### src/rtl/pipeline_stream_serializer.sv
// Splits one WIDTH*RATIO word into RATIO WIDTH-bit slices on a registered valid/ready output.
// Latency 1 cycle from accept to slice 0; output held stable under backpressure, next word accepted on the last slice.
module pipeline_stream_serializer #(
    parameter int unsigned WIDTH     = 32,
    parameter int unsigned RATIO     = 4,
    parameter bit          LSB_FIRST = 1'b1
) (
    input  logic                     clk_i,
    input  logic                     rst_ni,
    input  logic                     clear_i,
    input  logic                     input_valid_i,
    output logic                     input_ready_o,
    input  logic [WIDTH*RATIO-1:0]   input_data_i,
    output logic                     output_valid_o,
    input  logic                     output_ready_i,
    output logic [WIDTH-1:0]         output_data_o,
    output logic                     output_last_o
);

    localparam int unsigned   CW       = (RATIO > 1) ? $clog2(RATIO) : 1;
    localparam logic [CW-1:0] LAST_IDX = CW'(RATIO - 1);

    localparam logic [0:0] ST_EMPTY  = 1'b0;
    localparam logic [0:0] ST_SERIAL = 1'b1;

    logic [0:0]             state_q, state_d;
    logic [CW-1:0]          cnt_q, cnt_d;
    logic [WIDTH*RATIO-1:0] hold_q, hold_d;
    logic [WIDTH-1:0]       data_q, data_d;
    logic                   last_q, last_d;

    logic accept;
    logic xfer;

    function automatic logic [WIDTH-1:0] slice_of(input logic [WIDTH*RATIO-1:0] word,
                                                  input logic [CW-1:0]          k);
        int unsigned idx;
        idx = LSB_FIRST ? 32'(k) : (RATIO - 1 - 32'(k));
        return word[idx*WIDTH +: WIDTH];
    endfunction

    assign output_valid_o = (state_q == ST_SERIAL);
    assign output_data_o  = data_q;
    assign output_last_o  = last_q;

    // Reset and clear both block acceptance so no word is lost across a flush.
    assign input_ready_o = rst_ni & ~clear_i &
                           ((state_q == ST_EMPTY) | (output_valid_o & output_last_o & output_ready_i));

    assign accept = input_valid_i & input_ready_o;
    assign xfer   = output_valid_o & output_ready_i;

    always_comb begin
        state_d = state_q;
        cnt_d   = cnt_q;
        hold_d  = hold_q;
        data_d  = data_q;
        last_d  = last_q;
        if (clear_i) begin
            state_d = ST_EMPTY;
            cnt_d   = '0;
            hold_d  = '0;
            data_d  = '0;
            last_d  = 1'b0;
        end else if (accept) begin
            // Covers both the idle load and the no-bubble handoff on a last-slice transfer.
            state_d = ST_SERIAL;
            cnt_d   = '0;
            hold_d  = input_data_i;
            data_d  = slice_of(input_data_i, '0);
            last_d  = (RATIO == 1);
        end else if (xfer) begin
            if (last_q) begin
                state_d = ST_EMPTY;
                last_d  = 1'b0;
            end else begin
                cnt_d  = cnt_q + CW'(1);
                data_d = slice_of(hold_q, cnt_q + CW'(1));
                last_d = ((cnt_q + CW'(1)) == LAST_IDX);
            end
        end
    end

    always_ff @(posedge clk_i or negedge rst_ni) begin
        if (!rst_ni) begin
            state_q <= ST_EMPTY;
            cnt_q   <= '0;
            hold_q  <= '0;
            data_q  <= '0;
            last_q  <= 1'b0;
        end else begin
            state_q <= state_d;
            cnt_q   <= cnt_d;
            hold_q  <= hold_d;
            data_q  <= data_d;
            last_q  <= last_d;
        end
    end

endmodule
### config.mk
export PLATFORM = sky130hd
export DESIGN_NAME = pipeline_stream_serializer
export DESIGN_NICKNAME = d
export VERILOG_FILES = /design/src/rtl/pipeline_stream_serializer.sv
export SDC_FILE = /design/constraint.sdc
export NUM_CORES = 1
export LEC_CHECK = 0
export ABC_AREA = 1
export BUFFER_PORTS_ARGS = -buffer_cell sky130_fd_sc_hd__buf_2
export CELL_PAD_IN_SITES_DETAIL_PLACEMENT = 1
export CELL_PAD_IN_SITES_GLOBAL_PLACEMENT = 2
export CORE_MARGIN = 3
export CORE_UTILIZATION = 31
export CTS_CLUSTER_DIAMETER = 150
export DETAILED_ROUTE_END_ITERATION = 7
export PLACE_DENSITY = 0.85
export SLEW_MARGIN = 25
export SYNTH_ARGS = -nofsm -noshare
export SYNTH_HDL_FRONTEND = slang
export SYNTH_SLANG_ARGS = --single-unit
### constraint.sdc
create_clock -name clk_i -period 2.4 [get_ports clk_i]
set_clock_uncertainty 0.05 [all_clocks]
set_input_delay 0.24 -clock clk_i [delete_from_list [all_inputs] [get_ports clk_i]]
set_output_delay 0.24 -clock clk_i [all_outputs]
set_load 0.02 [all_outputs]
# Yosys cells after proc, flatten, opt, wreduce, memory -nomap -nowiden
# Index checks and enable logic that the tools add are counted.
# word_totals
elab_cells	41
out_inout_bits	35
in_bits	133
reg_bits	164
# op_classes
muxes	18
eq_ne	2
reduce_logical	5
shift	1
bitwise_logic	9
addsub	1
# op_table
operator	n
$mux 128	2
$mux 32	4
$shiftx 128x8->32	1
$mux 1	8
$mux 2	4
$and 1x1->1	6
$reduce_bool 3->1	2
$reduce_and 2->1	2
$ne 3x2->1 const B	1
$add 2x1->2 const B	1
$eq 2x2->1 const B	1
$not 1->1	2
$reduce_bool 2->1	1
$or 1x1->1	1

# Depth between registers and ports, before layout
# depth
word_depth	7
mapped_depth	12
ltp_nobuf	9

# Worst setup path after synthesis
# Ideal clock, no wire load.
# synth_path
path_kind	reg-to-reg
startpoint	register cnt_q[0]
endpoint	register data_q[12], in the netlist output_data_o[12]
path_slack_ps	504
required_ps	2233
path_buffers	4
arrival_ps	1729
period_less_slack_ps	1896
setup_time_ps	117
stages_incl_launch_ff	13
path_cell_list	dfrtp_1 > inv_1 > buf_2 > buf_4 > ha_1 > buf_2 > inv_1 > buf_2 > nand3_1 > nand2_1 > nor2_1 > nor2_1 > nor2_1
# synth_between
elab_chain_len	6
# synth_rtl
item	line	source
start: declaration	27	logic [CW-1:0] cnt_q, cnt_d;
start signal: assignment	93	cnt_q <= cnt_d;
$add 2x1->2	78	data_d = slice_of(hold_q, cnt_q + CW'(1));
$shiftx 128x8->32	39	return word[idx*WIDTH +: WIDTH];
$mux 32	73	if (last_q) begin
$mux 32	72	end else if (xfer) begin
$mux 32	65	end else if (accept) begin
$mux 32	59	if (clear_i) begin
end signal: assignment	95	data_q <= data_d;
end: declaration	29	logic [WIDTH-1:0] data_q, data_d;
# No other way between the ends. The select of a mux whose other input is x is not followed.
# A chain may end at the register's enable or synchronous reset.

# Worst setup path after layout
# layout_path
startpoint	input rst_ni
endpoint	output input_ready_o
# layout_between
elab_chain_len	2
# layout_rtl
item	line	source
start: declaration	9	input logic rst_ni,
$and 1x1->1 (2 in a row)	47	assign input_ready_o = rst_ni & ~clear_i &
end: declaration	12	output logic input_ready_o,
# No other way between the ends.

==> summary.md <==
| Metric | Value |
|---|---|
| Syn Std Cell Area | `between 8000 and 9000 um2` |
| Max Cap Viol | `0` |
| Status | `finished clean` |
| Area Overhead vs Synth | `26.4%` |
| Largest family of logic cells by synthesized area | `simple AND/OR/NAND/NOR gates` |
| Core Rows | `58` |
| Peak supply drop | `between 400 and 500 uV` |
| Crit path DAT | `roughly 2.0 ns` |
| Critical Path End Type | `output pin` |
| Initial antenna violation count | `0` |
| Hold Crit Depth | `3` |
| Yosys reg bits | `around 160` |
| Cell Pwr Density | `around 700 nW/um2` |
| Top cells by count, synth | `325 x nand2_1, 285 x nand3_1, 164 x dfrtp_1` |
| Clk Latency, worst-skew pair | `roughly 0.42 ns` |
| Compound-gate portion of the synthesized area | `less than 1%` |
| Avg WL per Cell | `~17 um` |
| Crit start category | `input pin` |
| Hold path endpoint | `hold_q[106]` |
| Worst Reg-to-Reg Cells | `8` |
| Layout cell share with drive strength beyond 1 | `a little under a fifth` |
| Global-route wire length before repair | `between 40000 and 50000 um` |
| Number of global-route vias before repair | `around 8.4k` |
| Leading area contributor after synthesis | `dfrtp_1` |
| Non-filler cells, final | `~1.6k` |
| Mux cell area share after synthesis | `0%` |
| Worst slew pin tran | `about 0.9 ns` |
| Synth Area in Adders | `less than 1%` |
| Area of the multi-input gates | `approximately 3500 um2` |
| Placeable Area | `approximately 25000 um2` |
| Num Clock Sinks | `between 150 and 200` |
| Syn Nets | `about 1.2k` |
| Vias | `approximately 7.9k` |
| Placer Congestion | `roughly 0.74` |
| Min Tclk post-route | `approximately 2.3 ns` |
| Setup CP Type | `in -> out` |
| EDFF count, synth | `0` |
| Post-synthesis sequential area ratio | `between 50% and 60%` |
| Synth top area cells | `dfrtp_1 51%, nand3_1 18%, nand2_1 15%` |
| Port Buf Inserts | `167` |
| Fillers | `3157` |
| Post-CTS Setup Repair Bufs | `0` |
| First-pass detailed-route iteration total | `5` |
| Netlist cell types | `20` |
| # IOs | `approximately 170` |
| Clk root buf | `clkbuf_16` |
| Lkg Pwr | `roughly 5.3 nW` |
| Fin nets | `between 1k and 1.5k` |
| Primary FF master, synth | `dfrtp_1` |
| # hold bufs at CTS | `between 50 and 60` |
| # diodes | `0` |
| Count leader, synth | `nand2_1` |
| Post-DP HPWL | `16200 um` |
| Largest net degree at the start of global routing | `~160` |
| Worst hold path startpoint | `input_data_i[106]` |
| DR iter-0 viols | `between 400 and 500` |
| Cells after Synth | `about 1.0k` |
| Final core occ | `between 40% and 50%` |
| Worst R2R Start | `cnt_q[0]` |
| Post_cts resized | `0` |
| Synth warn | `0` |
| Req. time, crit path | `around 2.1 ns` |
| Cells after DPL | `roughly 1.5k` |
| Asr flop ratio synth | `100%` |
| Min-Delay Path Class | `in -> reg` |
| CTS H-tree depth | `4` |
| FF/Latch Area | `between 4000 and 5000 um2` |
| CTS buffer count | `17` |
| Final hold viol count | `0` |
| Die H | `approximately 170 um` |
| Share of the synthesized area in the top cell type | `roughly half` |
| Antenna viol nets, final | `0` |
| Reg2reg setup slack | `roughly 0.56 ns` |
| Total global-route track usage | `between 10% and 20%` |
| RSZ-0062 raised after global routing | `false` |
| Final setup fails | `0` |
| Clock slew at reported path FFs | `around 0.060 ns` |
| Routed WL | `27000 um` |
| Die footprint | `~28000 um2` |
| Total gr overflow | `0` |
| Number of remaining DRC errors | `0` |
| Post-synthesis simple-gate area fraction | `between 40% and 50%` |
| Initial Utilization | `a little under a third` |
| Fmax | `433 MHz` |
| Clock Path Buffers | `2` |
| Post-Synth XOR/XNOR Area | `0%` |
| TritonCTS clock tree | `yes` |
| Post-Syn Area per Cell | `a little under 8 um2` |
| Post-route clock period utilization | `between 90% and 100%` |
| Final TNS setup | `0 ns` |
| Die width | `167 um` |
| Maximum fanout along the worst path | `52` |
| Total power | `a little over 0.007 W` |
| Slew Limit Fails | `0` |
| Max_slew headroom | `38.4%` |
| Worst reg2reg endpoint | `output_data_o[8]` |
| Vias per std cell | `between 5 and 6` |
[metrics by stage]
stage | instance area, um2 | worst slack (ns) | hold WS [ns]
finish | 10200 | 0.0894 | 0.00590
global route | 10200 | 0.00665 | 0.00492
CTS | 10200 | 0.0782 | 0.000254
detailed placement | 9100 | 0.598 | -0.0122
global placement | 9100 | 0.619 | -0.0124
floorplan | 8070 | 0.504 | -0.106
[registers in the layout, summed over array words and instances, names as in the netlist]
name,cells
output_data_o,32
hold_q,128
output_last_o,1
output_valid_o,1
cnt_q,2
[how the worst max path moves through the flow]
stage	start	endpoint	slack (ns)
floorplan	cnt_q[0]	output_data_o[12]	0.50
global placement	cnt_q[0]	output_data_o[29]	0.62
detailed placement	cnt_q[0]	output_data_o[29]	0.60
CTS	rst_ni	input_ready_o	0.08
global route	rst_ni	input_ready_o	0.007
finish	rst_ni	input_ready_o	0.09
[report_power, final]
group	total [W]	leakage, nW	switching [W]	internal (W)
Sequential	0.00308	2.19	0.000123	0.00295
Combinational	0.00114	2.86	0.000726	0.000411
Clock	0.00282	0.279	0.00113	0.00169
Total	0.00704	5.33	0.00198	0.00505
[cell families (layout without fill, tap and decap cells)]
logic type,count (synthesis),count (layout)
simple gates,774,774
flops,164,164
buf+inv,98,277
fa+ha+maj,1,1
compound gates,9,9
[metal layers]
metal | wire length (um) | vias up | global-route usage, %
met5 | 0 | - | 0
met4 | 305 | 0 | 4.62
met3 | 1280 | 21 | 3.14
met2 | 13200 | 196 | 33.0
met1 | 12300 | 3892 | 26.1
li1 | - | 3773 | -
[area by class of cell]
cell class,instances,share of cell area [%]
Tap cell,330,4.05
Sequential cell,164,40.2
Inverter,9,0.356
Timing Repair Buffer,237,15.7
Clock inverter,8,1.24
Clock buffer,23,4.59
Multi-Input combinational cell,784,33.9
[worst max-delay path: stages]
cell and delay, ns:
dlygate4sd3_1 0.54, buf_6 0.14, inv_1 0.07, nor2_4 0.14, and2_4 0.36, buf_12 0.28
buf_2 0.21
[layout by cell type (no fill, tap or decap)]
cell,instances
nand2_1,325
nand3_1,285
buf_2,165
dfrtp_1,163
nor2_1,125
dlygate4sd3_1,51
nand4_1,33
clkbuf_16,17
buf_4,12
buf_12,8
o21ai_0,6
inv_1,5
clkbuf_1,4
inv_2,3
a21oi_1,3
bufinv_16,3
clkinvlp_4,3
nand3_4,2
clkbuf_8,2
nand2_2,1
nor2_4,1
and2_4,1
inv_4,1
nand2_4,1
ha_2,1
clkinv_4,1
clkinv_2,1
dfrtp_2,1
buf_6,1
Power figures use the tool's default switching activity.
